## src/rtl/mdu_sequencer.sv

```systemverilog
// Iterative RV32M multiply/divide unit: shared shift-add / restoring-divide datapath
// driven by a four-state controller with a fixed XLEN+2 cycle latency for every op.
module mdu_sequencer #(
  parameter int XLEN = 32
) (
  input  logic            clk,
  input  logic            rst_n,
  input  logic            start,
  input  logic [2:0]      op,
  input  logic [XLEN-1:0] a,
  input  logic [XLEN-1:0] b,
  output logic            busy,
  output logic            done,
  output logic [XLEN-1:0] result
);

  localparam int CW = $clog2(XLEN);

  localparam logic [2:0] OP_MUL    = 3'b000;
  localparam logic [2:0] OP_MULH   = 3'b001;
  localparam logic [2:0] OP_MULHSU = 3'b010;
  localparam logic [2:0] OP_DIV    = 3'b100;
  localparam logic [2:0] OP_DIVU   = 3'b101;
  localparam logic [2:0] OP_REM    = 3'b110;

  typedef enum logic [1:0] {S_IDLE, S_ITER, S_FIX, S_DONE} state_t;

  state_t              r_state;
  logic [2:0]          r_op;
  logic                r_sa, r_sb, r_bzero;
  logic [XLEN-1:0]     r_ma, r_mb;
  logic [2*XLEN-1:0]   r_acc;
  logic [CW-1:0]       r_cnt;
  logic [XLEN-1:0]     r_result;
  logic                r_busy, r_done;

  logic                w_a_sgn, w_b_sgn;
  logic [XLEN-1:0]     w_a_mag, w_b_mag;
  logic [XLEN:0]       w_mul_sum;
  logic [2*XLEN-1:0]   w_mul_acc;
  logic [XLEN:0]       w_rem_sh, w_rem_sub;
  logic                w_ge;
  logic [2*XLEN-1:0]   w_div_acc;
  logic [2*XLEN-1:0]   w_prod;
  logic [XLEN-1:0]     w_quo, w_rem, w_fix;

  assign w_a_sgn = a[XLEN-1] & (op == OP_MULH || op == OP_MULHSU || op == OP_DIV || op == OP_REM);
  assign w_b_sgn = b[XLEN-1] & (op == OP_MULH || op == OP_DIV || op == OP_REM);
  assign w_a_mag = w_a_sgn ? -a : a;
  assign w_b_mag = w_b_sgn ? -b : b;

  // Multiply: add into the upper half, then shift the whole product right one bit.
  assign w_mul_sum = {1'b0, r_acc[2*XLEN-1:XLEN]} + {1'b0, (r_mb[0] ? r_ma : '0)};
  assign w_mul_acc = {w_mul_sum, r_acc[XLEN-1:1]};

  // Divide: remainder lives in the upper half, quotient bits enter the lower half.
  assign w_rem_sh  = {r_acc[2*XLEN-1:XLEN], r_ma[XLEN-1]};
  assign w_ge      = (w_rem_sh >= {1'b0, r_mb});
  assign w_rem_sub = w_rem_sh - {1'b0, r_mb};
  assign w_div_acc = {(w_ge ? w_rem_sub[XLEN-1:0] : w_rem_sh[XLEN-1:0]), r_acc[XLEN-2:0], w_ge};

  assign w_prod = (r_sa ^ r_sb) ? -r_acc : r_acc;
  assign w_quo  = (r_sa ^ r_sb) ? -r_acc[XLEN-1:0] : r_acc[XLEN-1:0];
  assign w_rem  = r_sa ? -r_acc[2*XLEN-1:XLEN] : r_acc[2*XLEN-1:XLEN];

  always_comb begin
    w_fix = '0;
    case (r_op)
      OP_MUL:          w_fix = w_prod[XLEN-1:0];
      OP_DIV, OP_DIVU: w_fix = r_bzero ? '1 : w_quo;
      OP_REM, 3'b111:  w_fix = w_rem;  // |a| with a's sign restored is a itself when b==0
      default:         w_fix = w_prod[2*XLEN-1:XLEN];
    endcase
  end

  always_ff @(posedge clk or negedge rst_n) begin
    if (!rst_n) begin
      r_state  <= S_IDLE;
      r_op     <= '0;
      r_sa     <= 1'b0;
      r_sb     <= 1'b0;
      r_bzero  <= 1'b0;
      r_ma     <= '0;
      r_mb     <= '0;
      r_acc    <= '0;
      r_cnt    <= '0;
      r_result <= '0;
      r_busy   <= 1'b0;
      r_done   <= 1'b0;
    end else begin
      case (r_state)
        S_IDLE: begin
          if (start) begin
            r_op    <= op;
            r_sa    <= w_a_sgn;
            r_sb    <= w_b_sgn;
            r_bzero <= (b == '0);
            r_ma    <= w_a_mag;
            r_mb    <= w_b_mag;
            r_acc   <= '0;
            r_cnt   <= '0;
            r_busy  <= 1'b1;
            r_state <= S_ITER;
          end
        end
        S_ITER: begin
          if (r_op[2]) begin
            r_acc <= w_div_acc;
            r_ma  <= r_ma << 1;
          end else begin
            r_acc <= w_mul_acc;
            r_mb  <= r_mb >> 1;
          end
          r_cnt <= r_cnt + 1'b1;
          if (r_cnt == CW'(XLEN - 1)) r_state <= S_FIX;
        end
        S_FIX: begin
          r_result <= w_fix;
          r_busy   <= 1'b0;
          r_done   <= 1'b1;
          r_state  <= S_DONE;
        end
        default: begin
          r_done  <= 1'b0;
          r_state <= S_IDLE;
        end
      endcase
    end
  end

  assign busy   = r_busy;
  assign done   = r_done;
  assign result = r_result;

endmodule

```

## config.mk

```make
export PLATFORM = sky130hd
export DESIGN_NAME = mdu_sequencer
export DESIGN_NICKNAME = d
export VERILOG_FILES = /design/src/rtl/mdu_sequencer.sv
export SDC_FILE = /design/constraint.sdc
export NUM_CORES = 1
export LEC_CHECK = 0
export BUFFER_PORTS_ARGS = -buffer_cell sky130_fd_sc_hd__buf_4
export CORE_AREA = 3 3 215 217
export CTS_CLUSTER_DIAMETER = 100
export CTS_CLUSTER_SIZE = 28
export DETAILED_ROUTE_END_ITERATION = 8
export DIE_AREA = 0 0 218 220
export PLACE_DENSITY = 0.5
export SETUP_SLACK_MARGIN = 0.05
export SKIP_LAST_GASP = 1
export SYNTH_ARGS = -nofsm -noshare
export SYNTH_HDL_FRONTEND = slang
export SYNTH_SLANG_ARGS = --single-unit
export TNS_END_PERCENT = 10
```

## constraint.sdc

```tcl
create_clock -name clk -period 3.38 [get_ports clk]
set_input_delay 0.169 -clock clk [delete_from_list [all_inputs] [get_ports clk]]
set_output_delay 0.169 -clock clk [all_outputs]
set_load 0.02 [all_outputs]
```

==> results.toml <==
[detailed_routing]
num_vias = 15300
via_per_inst = 5.60
drc_errors = 0
drt_iter0_markers = 1073
ant_nets = 0
wl_per_cell_um = 21.0
drt-pass1-iter-count = 6
routed_wl_um = 57400

[power_and_ir_drop]
p_leak_nw = 8.10
powerDensity_nw_per_um2 = 1110
p_clk_share_pct = 10.8
p_int_w = 0.00937
p_sw_share_pct = 53.6
finalPower_w = 0.0202
power.switching_w = 0.0108
combPwrFrac_pct = 71.3
ir_drop_mv = 0.418
seqPwrFrac_pct = 17.9

[layout]
antennaDiodeCount = 0
final_util_pct = 41.0
final_cell_mix = "nand2_1 (235), buf_4 (210), o21ai_0 (198), a21oi_1 (180), nor2_1 (176)"
synthToLayoutAreaGrowth_pct = 17.6
drive_gt1_share_pct = 14.2
final_common_cell = "nand2_1"
final_cells = 2729
fillers = 4697
layout.nets = 2271

[cts]
htree_levels = 4
cts_tree = "built"
cts-buffers-inserted = 17
clock_latency_ns = 0.48
cts_sinks = 175
clock-root-buffer = "clkbuf_16"
path_clk_slew_ns = 0.08
cts_buffer_depth = 2

[placed_design]
dp_slack_ns = -0.134
place.gp.congestion = 0.920
placed_cells = 2686
hpwl_um = 44100
portBuffers = 103

[synth]
ys_async_sr_fraction_pct = 100
yosys.area.top_type = "dfrtp_1"
ys_seq_elements = 175
synthCells = 2015
synth_edf_count = 0
synth.avg_cell_area_um2 = 7.67
syn_area_um2 = 15500
synth_cell_type_count = 80
synth_top_area_share_pct = 28.3
ys_seq_area_share_pct = 28.3
yosysWarnings = 0
yosys_most_used_dff = "dfrtp_1"
syn_nets = 2162
synth_area_leaders = "dfrtp_1 (28%), o21ai_0 (6.6%), xor2_1 (6.2%)"

[floorplanning]
dieArea_um2 = 48000
die_w_um = 218
core_area_um2 = 44300
pin_count = 104
start_util_pct = 34.9
rows = 77
die_h_um = 220

[sta]
rsz0062_at_grt = "true"
tightest_slew_ns = 1.22
tns_ns = 0
min_period_ns = 3.24
drv_slew = 0
hold_viol = 0
clock-skew-final_ns = 0.0142
finalCritPeriodShare_pct = 95.8
slew-limit-headroom_pct = 18.7
finalSetupViolCount = 0
setup_ws_ns = 0.140
max_freq_ghz = 0.309

[global_route]
grt_max_degree = 71
grt_pass1_vias = 14900
grt_antenna_before_repair = 2
grt_overflow = 0
grt_pass1_wl_um = 87200
gr-usage-all-layers_pct = 23.6

[worst_setup_path]
endpoint_kind = "flip-flop"
required_ns = 3.72
worstPathMaxFanout = 8
crit_arrival_ns = 3.58
start_kind = "flip-flop"
crit_type = "reg -> reg"

[hold_path]
hold_class = "in -> reg"

[outcome]
status = "finished clean"

[job]
drv_cap = 0
## logic make-up after synthesis
logic type,share of synthesized area [%]
multiplexers,3.57
flip-flops,28.3
buffers and inverters,5.10
AO/OA/AOI/OAI,25.4
XOR/XNOR,10.8
AND/OR/NAND/NOR,20.5
adder cells (fa/ha/maj),6.33
## per-layer routing
layer	vias to the layer above	routed length [um]	share of wire [%]	global-route usage, %
li1	7437	-	-	-
met1	7363	24700	43	29.2
met2	370	28000	49	41.0
met3	111	2530	4.4	4.26
met4	2	2220	3.9	9.13
met5	-	13	0.023	0
## per-stage QoR
stage                     cell area (um^2)  hold WS (ns)
after floorplan                      15500        -0.127
after global placement               17400         0.242
after detailed placement             17400         0.247
after CTS                            18100       0.00492
after global routing                 18200        0.0227
final                                18200        0.0200
## cell type report
cell class                 count  area (um^2)  share of cell area [%]
inverter                      75          282                    1.55
tap                          592          741                    4.07
clock inverter                14          169                   0.929
clock buffer                  18          439                    2.41
timing repair buffer         223         1770                    9.75
multi-input combinational   1632        10400                    57.2
sequential                   175         4380                    24.1
## power by group through the flow
stage / registers [W] / logic [W] / clock network, W
2_1_floorplan: 0.00360 / 0.00930 / 0
3_3_place_gp: 0.00364 / 0.0141 / 0
3_5_place_dp: 0.00367 / 0.0141 / 0
4_1_cts: 0.00363 / 0.0142 / 0.00223
5_1_grt: 0.00372 / 0.0158 / 0.00231
6_report: 0.00362 / 0.0144 / 0.00217
## cell usage after synthesis (4+ instances only)
master / instances
a211oi_1: 4
a21o_1: 25
a21oi_1: 183
a221oi_1: 18
a22o_1: 5
a22oi_1: 16
a31oi_1: 27
a32oi_1: 5
and2_1: 39
and3_1: 8
buf_1: 11
buf_2: 5
clkbuf_1: 116
dfrtp_1: 175
ha_1: 75
inv_1: 73
mux2_2: 9
mux2i_1: 45
nand2_1: 236
nand2b_1: 18
nand3_1: 36
nand3b_1: 4
nand4_1: 17
nor2_1: 177
nor2b_1: 9
nor3_1: 32
nor4_1: 20
o2111ai_1: 6
o211ai_1: 16
o21a_1: 7
o21ai_0: 203
o21bai_1: 5
o221ai_1: 10
o22ai_1: 15
o31ai_1: 55
o32a_1: 4
o41ai_1: 10
or2_2: 6
or3_1: 30
or4_1: 13
xnor2_1: 81
xor2_1: 110
## flip-flops by register name (all words and copies together), names as in the netlist
signal   count
busy         1
r_mb        32
r_sa         1
r_acc       64
r_state      2
r_op         3
result      32
r_ma        32
r_sb         1
done         1
r_bzero      1
r_cnt        5
## worst paths after layout
kind,start,endpoint,slack (ns),cells after the start
max reg2reg,r_acc[1],result[8],0.14,10
max,r_acc[1],result[8],0.14,10
min,b[25],r_mb[25],0.02,3
min in group asynchronous,rst_n,r_acc[18],0.26,2
max in group asynchronous,rst_n,r_op[2],2.20,3
min reg2reg,r_ma[7],r_ma[7],0.50,2
## critical path, cell delays in order (launching register included)
cell	delay, ns
dfrtp_1	0.45
inv_1	0.13
ha_1	0.19
or4b_1	0.45
nand2b_1	0.30
nor3_4	0.29
and3_2	0.35
a21oi_1	0.11
xor2_1	0.17
a221oi_1	0.53
a21oi_1	0.13
## what timing repair did
item | 4_1_cts | 5_1_grt
cloned | 0 | 1
hold buffers | 6 | 0
buffers inserted | 0 | 4
endpoints found under the hold margin | 72 | 0
setup endpoints to repair | 4 | 42
pin swaps | 0 | 4
resized for setup | 3 | 20
Power figures use the tool's default switching activity.
